### src/rtl/operand_entry_if.sv
// Key-event handshake between the keypad scanner (master) and the operand
// entry block (slave).
//
// Handshake: the scanner presents an event as a level on read_input
// (digit, with keypad_input), operator_input (non-zero) or equal_input.
// The consumer acknowledges each accepted event with a one-cycle key_read
// pulse on the cycle after it was taken. A new event is only taken once
// all event levels have been low for at least one cycle, so a held level
// is consumed exactly once.
//
// Signals:
//   read_input     scanner -> entry  digit-valid level
//   keypad_input   scanner -> entry  digit value 0-9
//   operator_input scanner -> entry  001 sign, 010 add, 011 sub, 100 mul
//   equal_input    scanner -> entry  equal key
//   key_read       entry -> scanner  one-cycle acknowledge
interface operand_entry_if;
  logic       read_input;
  logic [3:0] keypad_input;
  logic [2:0] operator_input;
  logic       equal_input;
  logic       key_read;

  modport master (
    output read_input,
    output keypad_input,
    output operator_input,
    output equal_input,
    input  key_read
  );

  modport slave (
    input  read_input,
    input  keypad_input,
    input  operator_input,
    input  equal_input,
    output key_read
  );
endinterface

### src/rtl/operand_entry.sv
// Operand entry: consumes keypad events, builds two signed 16-bit operands
// and an operator code, then pulses calc_start towards the arithmetic unit.
//
// Ports:
//   clk          system clock
//   nRST         asynchronous active-low reset
//   key          key-event handshake (slave side)
//   operand_a    signed first operand, latched on the operator key
//   operand_b    signed second operand, latched on the equal key
//   op_code      latched operator (010 add, 011 sub, 100 mul)
//   calc_start   one-cycle pulse when both operands are valid
//   entry_value  signed operand currently being typed
//   overflow     sticky: a digit was rejected for range or digit count
//   entry_state  current FSM state (0 ENTER_A, 1 ENTER_B, 2 DONE)
module operand_entry #(
  parameter int MAX_DIGITS = 5
) (
  input  logic                  clk,
  input  logic                  nRST,
  operand_entry_if.slave        key,
  output logic [15:0]           operand_a,
  output logic [15:0]           operand_b,
  output logic [2:0]            op_code,
  output logic                  calc_start,
  output logic [15:0]           entry_value,
  output logic                  overflow,
  output logic [1:0]            entry_state
);

  localparam int            CW      = $clog2(MAX_DIGITS + 1);
  localparam logic [CW-1:0] MAX_CNT = CW'(MAX_DIGITS);

  typedef enum logic [1:0] {
    ENTER_A = 2'd0,
    ENTER_B = 2'd1,
    DONE    = 2'd2
  } state_t;

  state_t        state;
  logic          armed;
  logic [16:0]   mag;
  logic          neg;
  logic [CW-1:0] cnt;

  logic        ev;
  logic        ev_eq;
  logic        ev_op;
  logic        ev_dig;
  logic        is_sign;
  logic        is_arith;
  logic        dig_valid;
  logic        dig_ok;
  logic        cnt_zero;
  logic [19:0] cand;
  logic [19:0] limit;
  logic [16:0] mag_neg;

  // Event classes are mutually exclusive: equal > operator > digit.
  assign ev      = key.read_input | (key.operator_input != 3'b000) | key.equal_input;
  assign ev_eq   = key.equal_input;
  assign ev_op   = !key.equal_input && (key.operator_input != 3'b000);
  assign ev_dig  = !key.equal_input && (key.operator_input == 3'b000) && key.read_input;

  assign is_sign   = (key.operator_input == 3'b001);
  assign is_arith  = (key.operator_input == 3'b010) || (key.operator_input == 3'b011) ||
                     (key.operator_input == 3'b100);
  assign dig_valid = (key.keypad_input <= 4'd9);
  assign cnt_zero  = (cnt == '0);

  // Magnitude is kept unsigned so -32768 fits; the limit widens by one
  // when the operand is negative.
  assign cand   = {3'b000, mag} * 20'd10 + {16'h0000, key.keypad_input};
  assign limit  = neg ? 20'd32768 : 20'd32767;
  assign dig_ok = dig_valid && (cnt < MAX_CNT) && (cand <= limit);

  assign mag_neg     = -mag;
  assign entry_value = neg ? mag_neg[15:0] : mag[15:0];
  assign entry_state = state;

  always_ff @(posedge clk or negedge nRST) begin
    if (!nRST) begin
      state        <= ENTER_A;
      armed        <= 1'b1;
      mag          <= '0;
      neg          <= 1'b0;
      cnt          <= '0;
      key.key_read <= 1'b0;
      calc_start   <= 1'b0;
      overflow     <= 1'b0;
      operand_a    <= '0;
      operand_b    <= '0;
      op_code      <= '0;
    end else begin
      key.key_read <= 1'b0;
      calc_start   <= 1'b0;
      if (!ev) begin
        armed <= 1'b1;
      end else if (armed) begin
        armed        <= 1'b0;
        key.key_read <= 1'b1;
        case (state)
          ENTER_A, ENTER_B: begin
            if (ev_dig) begin
              if (dig_ok) begin
                mag <= cand[16:0];
                cnt <= cnt + CW'(1);
              end else if (dig_valid) begin
                overflow <= 1'b1;
              end
            end else if (ev_op && is_sign) begin
              if (cnt_zero) neg <= ~neg;
            end else if (ev_op && is_arith) begin
              if (state == ENTER_A) begin
                if (!cnt_zero) begin
                  operand_a <= entry_value;
                  op_code   <= key.operator_input;
                  mag       <= '0;
                  neg       <= 1'b0;
                  cnt       <= '0;
                  overflow  <= 1'b0;
                  state     <= ENTER_B;
                end
              end else if (cnt_zero) begin
                // No B digits yet: the operator key corrects the choice.
                op_code <= key.operator_input;
              end
            end else if (ev_eq && (state == ENTER_B) && !cnt_zero) begin
              operand_b  <= entry_value;
              calc_start <= 1'b1;
              state      <= DONE;
            end
          end
          DONE: begin
            // A digit or sign after a result starts a fresh operand A.
            if (ev_dig && dig_valid) begin
              mag      <= {13'd0, key.keypad_input};
              cnt      <= CW'(1);
              neg      <= 1'b0;
              overflow <= 1'b0;
              state    <= ENTER_A;
            end else if (ev_op && is_sign) begin
              mag      <= '0;
              cnt      <= '0;
              neg      <= 1'b1;
              overflow <= 1'b0;
              state    <= ENTER_A;
            end
          end
          default: state <= ENTER_A;
        endcase
      end
    end
  end

endmodule

### src/flat_wrapper.sv
// flat-port wrapper written by rule: the top's interface ports become plain ports
module operand_entry_flat 
#(
  parameter int MAX_DIGITS = 5
)
  (clk, nRST, operand_a, operand_b, op_code, calc_start, entry_value, overflow, entry_state, key_read_input, key_keypad_input, key_operator_input, key_equal_input, key_key_read);
  operand_entry_if key_i ();
  input  logic clk;
  input  logic nRST;
  output logic [15:0] operand_a;
  output logic [15:0] operand_b;
  output logic [2:0] op_code;
  output logic calc_start;
  output logic [15:0] entry_value;
  output logic overflow;
  output logic [1:0] entry_state;
  input wire logic [$bits(key_i.read_input)-1:0] key_read_input;
  input wire logic [$bits(key_i.keypad_input)-1:0] key_keypad_input;
  input wire logic [$bits(key_i.operator_input)-1:0] key_operator_input;
  input wire logic [$bits(key_i.equal_input)-1:0] key_equal_input;
  output wire logic [$bits(key_i.key_read)-1:0] key_key_read;
  assign key_i.read_input = key_read_input;
  assign key_i.keypad_input = key_keypad_input;
  assign key_i.operator_input = key_operator_input;
  assign key_i.equal_input = key_equal_input;
  assign key_key_read = key_i.key_read;
  operand_entry #(.MAX_DIGITS(MAX_DIGITS)) u_core (.clk(clk), .nRST(nRST), .key(key_i), .operand_a(operand_a), .operand_b(operand_b), .op_code(op_code), .calc_start(calc_start), .entry_value(entry_value), .overflow(overflow), .entry_state(entry_state));
endmodule
### config.mk
export PLATFORM = sky130hd
export DESIGN_NAME = operand_entry_flat
export DESIGN_NICKNAME = d
export VERILOG_FILES = /design/src/rtl/operand_entry_if.sv /design/src/rtl/operand_entry.sv /design/src/flat_wrapper.sv
export SDC_FILE = /design/constraint.sdc
export NUM_CORES = 1
export LEC_CHECK = 0
export ABC_AREA = 0
export CAP_MARGIN = 40
export CORE_MARGIN = 2
export CORE_UTILIZATION = 35
export CTS_BUF_LIST = sky130_fd_sc_hd__clkbuf_4 sky130_fd_sc_hd__clkbuf_8 sky130_fd_sc_hd__clkbuf_16
export CTS_CLUSTER_DIAMETER = 50
export CTS_CLUSTER_SIZE = 14
export DETAILED_ROUTE_END_ITERATION = 12
export GPL_TIMING_DRIVEN = 0
export SLEW_MARGIN = 10
export SYNTH_ARGS = -nofsm -noshare
export SYNTH_HDL_FRONTEND = slang
export SYNTH_SLANG_ARGS = --single-unit
export TNS_END_PERCENT = 100
### constraint.sdc
create_clock -name clk -period 4.7 [get_ports clk]
set_clock_uncertainty 0.05 [all_clocks]
set_input_delay 1.41 -clock clk [delete_from_list [all_inputs] [get_ports clk]]
set_output_delay 1.41 -clock clk [all_outputs]
set_load 0.005 [all_outputs]
# Yosys cells after proc, flatten, opt, wreduce, memory -nomap -nowiden
# Index checks and enable logic that the tools add are counted.
# totals
out_inout_bits	56
word_cells	135
inputBits	11
reg_bits	62
# op_classes
bitwise_logic	7
n_eq_ne	24
multipliers	1
n_reduce_logical	28
add_sub_neg	3
n_mux	58
order_cmp	3
# op_table
cell	n
$mux 17	8
$pmux 17 s2	1
$mux 3	11
$mux 16	2
$mux 1	24
$reduce_and 8->1	3
$add 20x4->20	1
$le 20x20->1	1
$mul 17x3->19 const B	1
$ne 3x1->1 const B	6
$ne 3x3->1 const B	6
$reduce_and 9->1	2
$mux 2	8
$neg 16->16	1
$logic_and 1x1->1	10
$reduce_and 10->1	1
$ne 3x2->1 const B	3
$reduce_and 7->1	1
$eq 3x2->1 const B	2
$logic_not 3->1	2
$ne 2x2->1 const B	3
$pmux 3 s2	1
$not 1->1	5
$le 4x4->1 const B	1
15 further kinds	20

# Depth between registers and ports, before layout
# depth
depth_word	10
depth_mapped	20
depth_no_buf	19

# Worst setup path before layout
# No wires, ideal clock.
# synth_timing
kind	reg2reg
start	register u_core.mag[1]
end	register u_core.mag[2]
setup_time_ns	0.125
path_stages_with_launch	20
arrival_ns	4.892
path_buffers	0
period_less_slack_ns	5.067
required_ns	4.525
path_slack_ns	-0.367
path_cell_list	dfrtp_1 ha_1 ha_1 fa_1 xor2_1 nand3_1 nor3b_2 nand4b_1 or4_4 nor2_1 xnor2_1 ha_1 a21o_1 a21oi_1 o311ai_0 o22a_1 nor4_4 o211ai_4 nand2_4 mux2_4
# synth_via
elab_chain_len	6
word_cells_on_any_way	9
classes_between	add/sub (1); mul (1); order compare (1); eq/ne (1); mux (3); reduce/logical (2)
# synth_rtl
element	line_no	rtl
start, declared	operand_entry.sv:41	logic [16:0] mag;
start signal, assigned	operand_entry.sv:105	mag <= cand[16:0];
start signal, assigned	operand_entry.sv:136	mag <= {13'd0, key.keypad_input};
$mul 17x3->19 (*)	operand_entry.sv:72	assign cand = {3'b000, mag} * 20'd10 + {16'h0000, key.keypad_input};
$add 20x4->20 (*)	operand_entry.sv:72	
$le 20x20->1	operand_entry.sv:74	assign dig_ok = dig_valid && (cnt < MAX_CNT) && (cand <= limit);
$logic_and 1x1->1	operand_entry.sv:74	
$ne 3x3->1 (no source line)	--	
$reduce_and 9->1 (no source line)	--	
# Mark *: on every way between the ends. The rest lies on a longest branch, timed or not. The select of a mux whose other input is x is not followed.
# A chain may end at the register's enable or synchronous reset.

# Final worst setup path
# layout_timing
start	register u_core.mag[1]
end	register u_core.mag[3]
# Same word-level chain as after synthesis.

==> results.md <==
* Placement Setup Slack at -1102 ps
* Seq/Total Area, Yosys at between 30% and 40%
* Fin. max-slew vios at 0
* Die area at around 0.014 mm²
* Synth Net Count at around 570
* Clk sinks at 62
* Final hold vios at 0
* Most frequent cells after synthesis: 61 x dfrtp_1, 52 x ha_1, 51 x nand2_1
* Max Cap Viol at 0
* Worst Setup End Kind: register
* Final total power at 0.001878 W
* Post-DR vias/cell at 5.239
* Synth Cell Area at between 0.004 and 0.005 mm²
* # setup viols final at 21
* Met1 Use GR at 21.73%
* Top Ports at 67
* Hold path startpoint: u_core.operand_b[9]
* Switching power at ~0.00049 W
* GR Util met3 at roughly 3.6%
* Root Buffer: clkbuf_16
* Floorplan row count at around 40
* Total number of vias at between 4k and 5k
* Pwr dens at slightly below 300 mW/mm²
* Routed Antenna Nets at 0
* Final Cell Area at ~0.0063 mm²
* Initial antenna violation count at 0
* Worst path arrival time at roughly 5000 ps
* Max VDD drop at ~0.00012 V
* FF-to-FF path depth at 19
* Gate power share at approximately a quarter
* Detailed Routing Iterations Pass 1 at 4
* First-pass GRT wire length at slightly above 20000 µm
* Switching Share at about a quarter
* Vias in the first global route at 4127
* Worst Path Required at around 5000 ps
* FF+latch count, synth at 62
* Int Pwr at about 0.0014 W
* Count of nets after finishing at slightly below 700
* Hold crit path type: reg2reg
* Syn avg cell area at approximately 9.1 µm²
* Wire per inst at 15.29 µm
* Cells after Synth at 509
* Largest net degree at the start of global routing at 63
* Worst slew margin relative to its limit at between 40% and 50%
* LEAKAGE at ~3 nW
* N_diodes at 0
* Congestion Overflow GR at 0
* Tcrit/Tclk final at 105.3%
* Clk slew on worst S/H paths at around 50 ps
* Reg2Reg Capture Point: u_core.mag[3]
* Synth unique cells at 66
* Input/output buffers at between 60 and 70
* Crit path launch: u_core.mag[1]
* Hold_ws at roughly 420 ps
* Clock share of power at 41.4%
* Core area at 0.01272 mm²
* Setup TNS at -3919 ps
* Global Route Usage Sum at 17.63%
* Area Growth Syn to Fin at 37.73%
* Warnings, synthesis at 0
* Worst-Skew Late Latency at between 300 and 400 ps
* Most common cell in the netlist: dfrtp_1
* Worst setup endpoint: u_core.mag[3]
* DP HPWL at 9323 µm
* Type of element launching the critical path: register
* Least-Margin Pin Slew at 806.0 ps
* GR Util met2 at between 30% and 40%
* Tmin final at a little under 5000 ps
* TritonCTS Buffers at 9
* Maximum root-to-sink buffer count at 2
* RSZ-0062 raised after global routing: true
* Post-synth top flop: dfrtp_1
* Synth area leader: dfrtp_1
* CTS tree: built
* CP Max Fanout at 5
* Placed instance area at around 0.0056 mm²
* Starting Density at approximately 36%
* GP Congestion at around 0.86
* Post-synth ARST share at 100.0%
* Reg-to-reg startpoint: u_core.mag[1]
* Status: finished with violations
* Die Height at between 100 and 150 µm
* Post-synth EDFFs at 0
* Drt drc at 0
* Share of cells above drive strength 1 at a little under a fifth
* Post-synth top area share at between 30% and 40%
* H-tree level count at 3
* Sequential power share at 33.3%
* Final worst slack at -248.7 ps
* Hold depth at 2
* Post-Route WL at ~12000 µm
* Top cells by area, synth: dfrtp_1 33%, ha_1 14%, nand2_1 4.2%
* Iter 0 DRT Violations at around 220
* Chip width at between 100 and 150 µm
* Critical path class: reg2reg
* Failing checks: setup timing
* Gr busiest metal: met2
* R2r setup slk at -250 ps
* Max frequency at roughly 200 MHz
==> power groups by stage <==
stage	clock network, W	logic [W]	registers (W)
global route	0.000817	0.000534	0.000631
CTS	0.000788	0.000471	0.000625
floorplan	0	0.000251	0.000631
global placement	0	0.000420	0.000640
detailed placement	0	0.000432	0.000641
finish	0.000778	0.000475	0.000626
==> routing by layer <==
metal | routed length, µm | vias to the layer above
met4 | 170 | 0
met5 | 0 | -
met1 | 5358 | 2020
met2 | 6174 | 83
met3 | 437 | 10
li1 | - | 2047
==> cells in the final DEF, fill, tap and decap left out, types with 4 or more instances in the layout <==
master and n:
a21o_1 14, xor2_2 5, dfrtp_1 54, nor2_1 31, nand4_1 10, ha_4 6
nand2_1 51, nand2b_1 7, ha_1 42, o21ai_0 29, buf_4 33, xnor2_1 15
ha_2 4, o22ai_1 5, dfrtp_2 7, nor3_1 7, o31ai_1 6, clkbuf_16 9
clkdlybuf4s50_1 62, and3_1 5, xor2_1 15, o21ai_1 12, and2_1 4, nor2b_1 6
o21a_1 5, clkbuf_1 11, a211oi_1 4, a21oi_1 32, nand3_1 16, mux2i_1 5
inv_1 26, xnor2_2 4
==> timing repair <==
item / in CTS / in global routing
hold buffers: 0 / 0
setup endpoints to repair: 21 / 21
resized for setup: 40 / 3
pin swaps: 31 / 3
gates cloned: 0 / 0
buffers inserted: 28 / 4
==> state kept, by name, summed over array words and instances (netlist names) <==
signal / count
u_core.neg: 1
u_core.key.key_read: 1
u_core.op_code: 3
u_core.entry_state: 2
u_core.operand_b: 16
u_core.mag: 17
u_core.armed: 1
u_core.operand_a: 16
u_core.calc_start: 1
u_core.cnt: 3
u_core.overflow: 1
==> critical path, cell delays in order, from the launching register on <==
cell      delay, ps
dfrtp_2         440
ha_4            260
ha_4            160
fa_2            380
a21o_1          230
buf_6           140
a221oi_4        290
xor2_2          160
nor4_4          340
xnor2_1         140
ha_1            330
a21o_1          190
a21o_1          200
a21oi_2         190
o311ai_2        130
o22a_1          230
nor4_4          320
o211ai_4        170
nand2_4         160
mux2_4          310
==> logic make-up (layout without fill, tap and decap cells) <==
group | count (synthesis) | after routing | share of synthesized area [%]
xor gates and xnor gates | 39 | 39 | 7.573
buffers and inverters | 42 | 155 | 3.556
AOI/OAI and AO/OA | 139 | 139 | 19.54
muxes | 10 | 10 | 2.470
DFF | 62 | 62 | 33.69
and+or+nand+nor | 163 | 163 | 18.19
adders and majority gates | 54 | 54 | 14.98
==> metrics by stage <==
step / utilization, % / instances
floorplan: - / 509
global placement: 43.84 / 747
detailed placement: 43.82 / 747
CTS: 49.52 / 790
global route: 49.90 / 794
finish: 49.90 / 794
==> final cells by class <==
| class | instances | area, µm² |
|---|---|---|
| fillers | 1249 | 6374 |
| multi-input cells | 405 | 3154 |
| flip-flops and latches | 62 | 1562 |
| repair buffers | 98 | 897.1 |
| clock buffers | 12 | 266.5 |
| well taps | 172 | 215.2 |
| inverters | 27 | 101.3 |
| clock inverters | 3 | 90.09 |
| plain buffers | 15 | 62.56 |
==> worst min path at each step <==
stage and to:
2_1_floorplan u_core.op_code[1], 3_3_place_gp u_core.operand_b[11], 3_5_place_dp u_core.operand_b[4], 4_1_cts u_core.op_code[1]
5_1_grt u_core.operand_b[4], 6_report u_core.operand_b[9]
(Power assumes the default switching activity.)
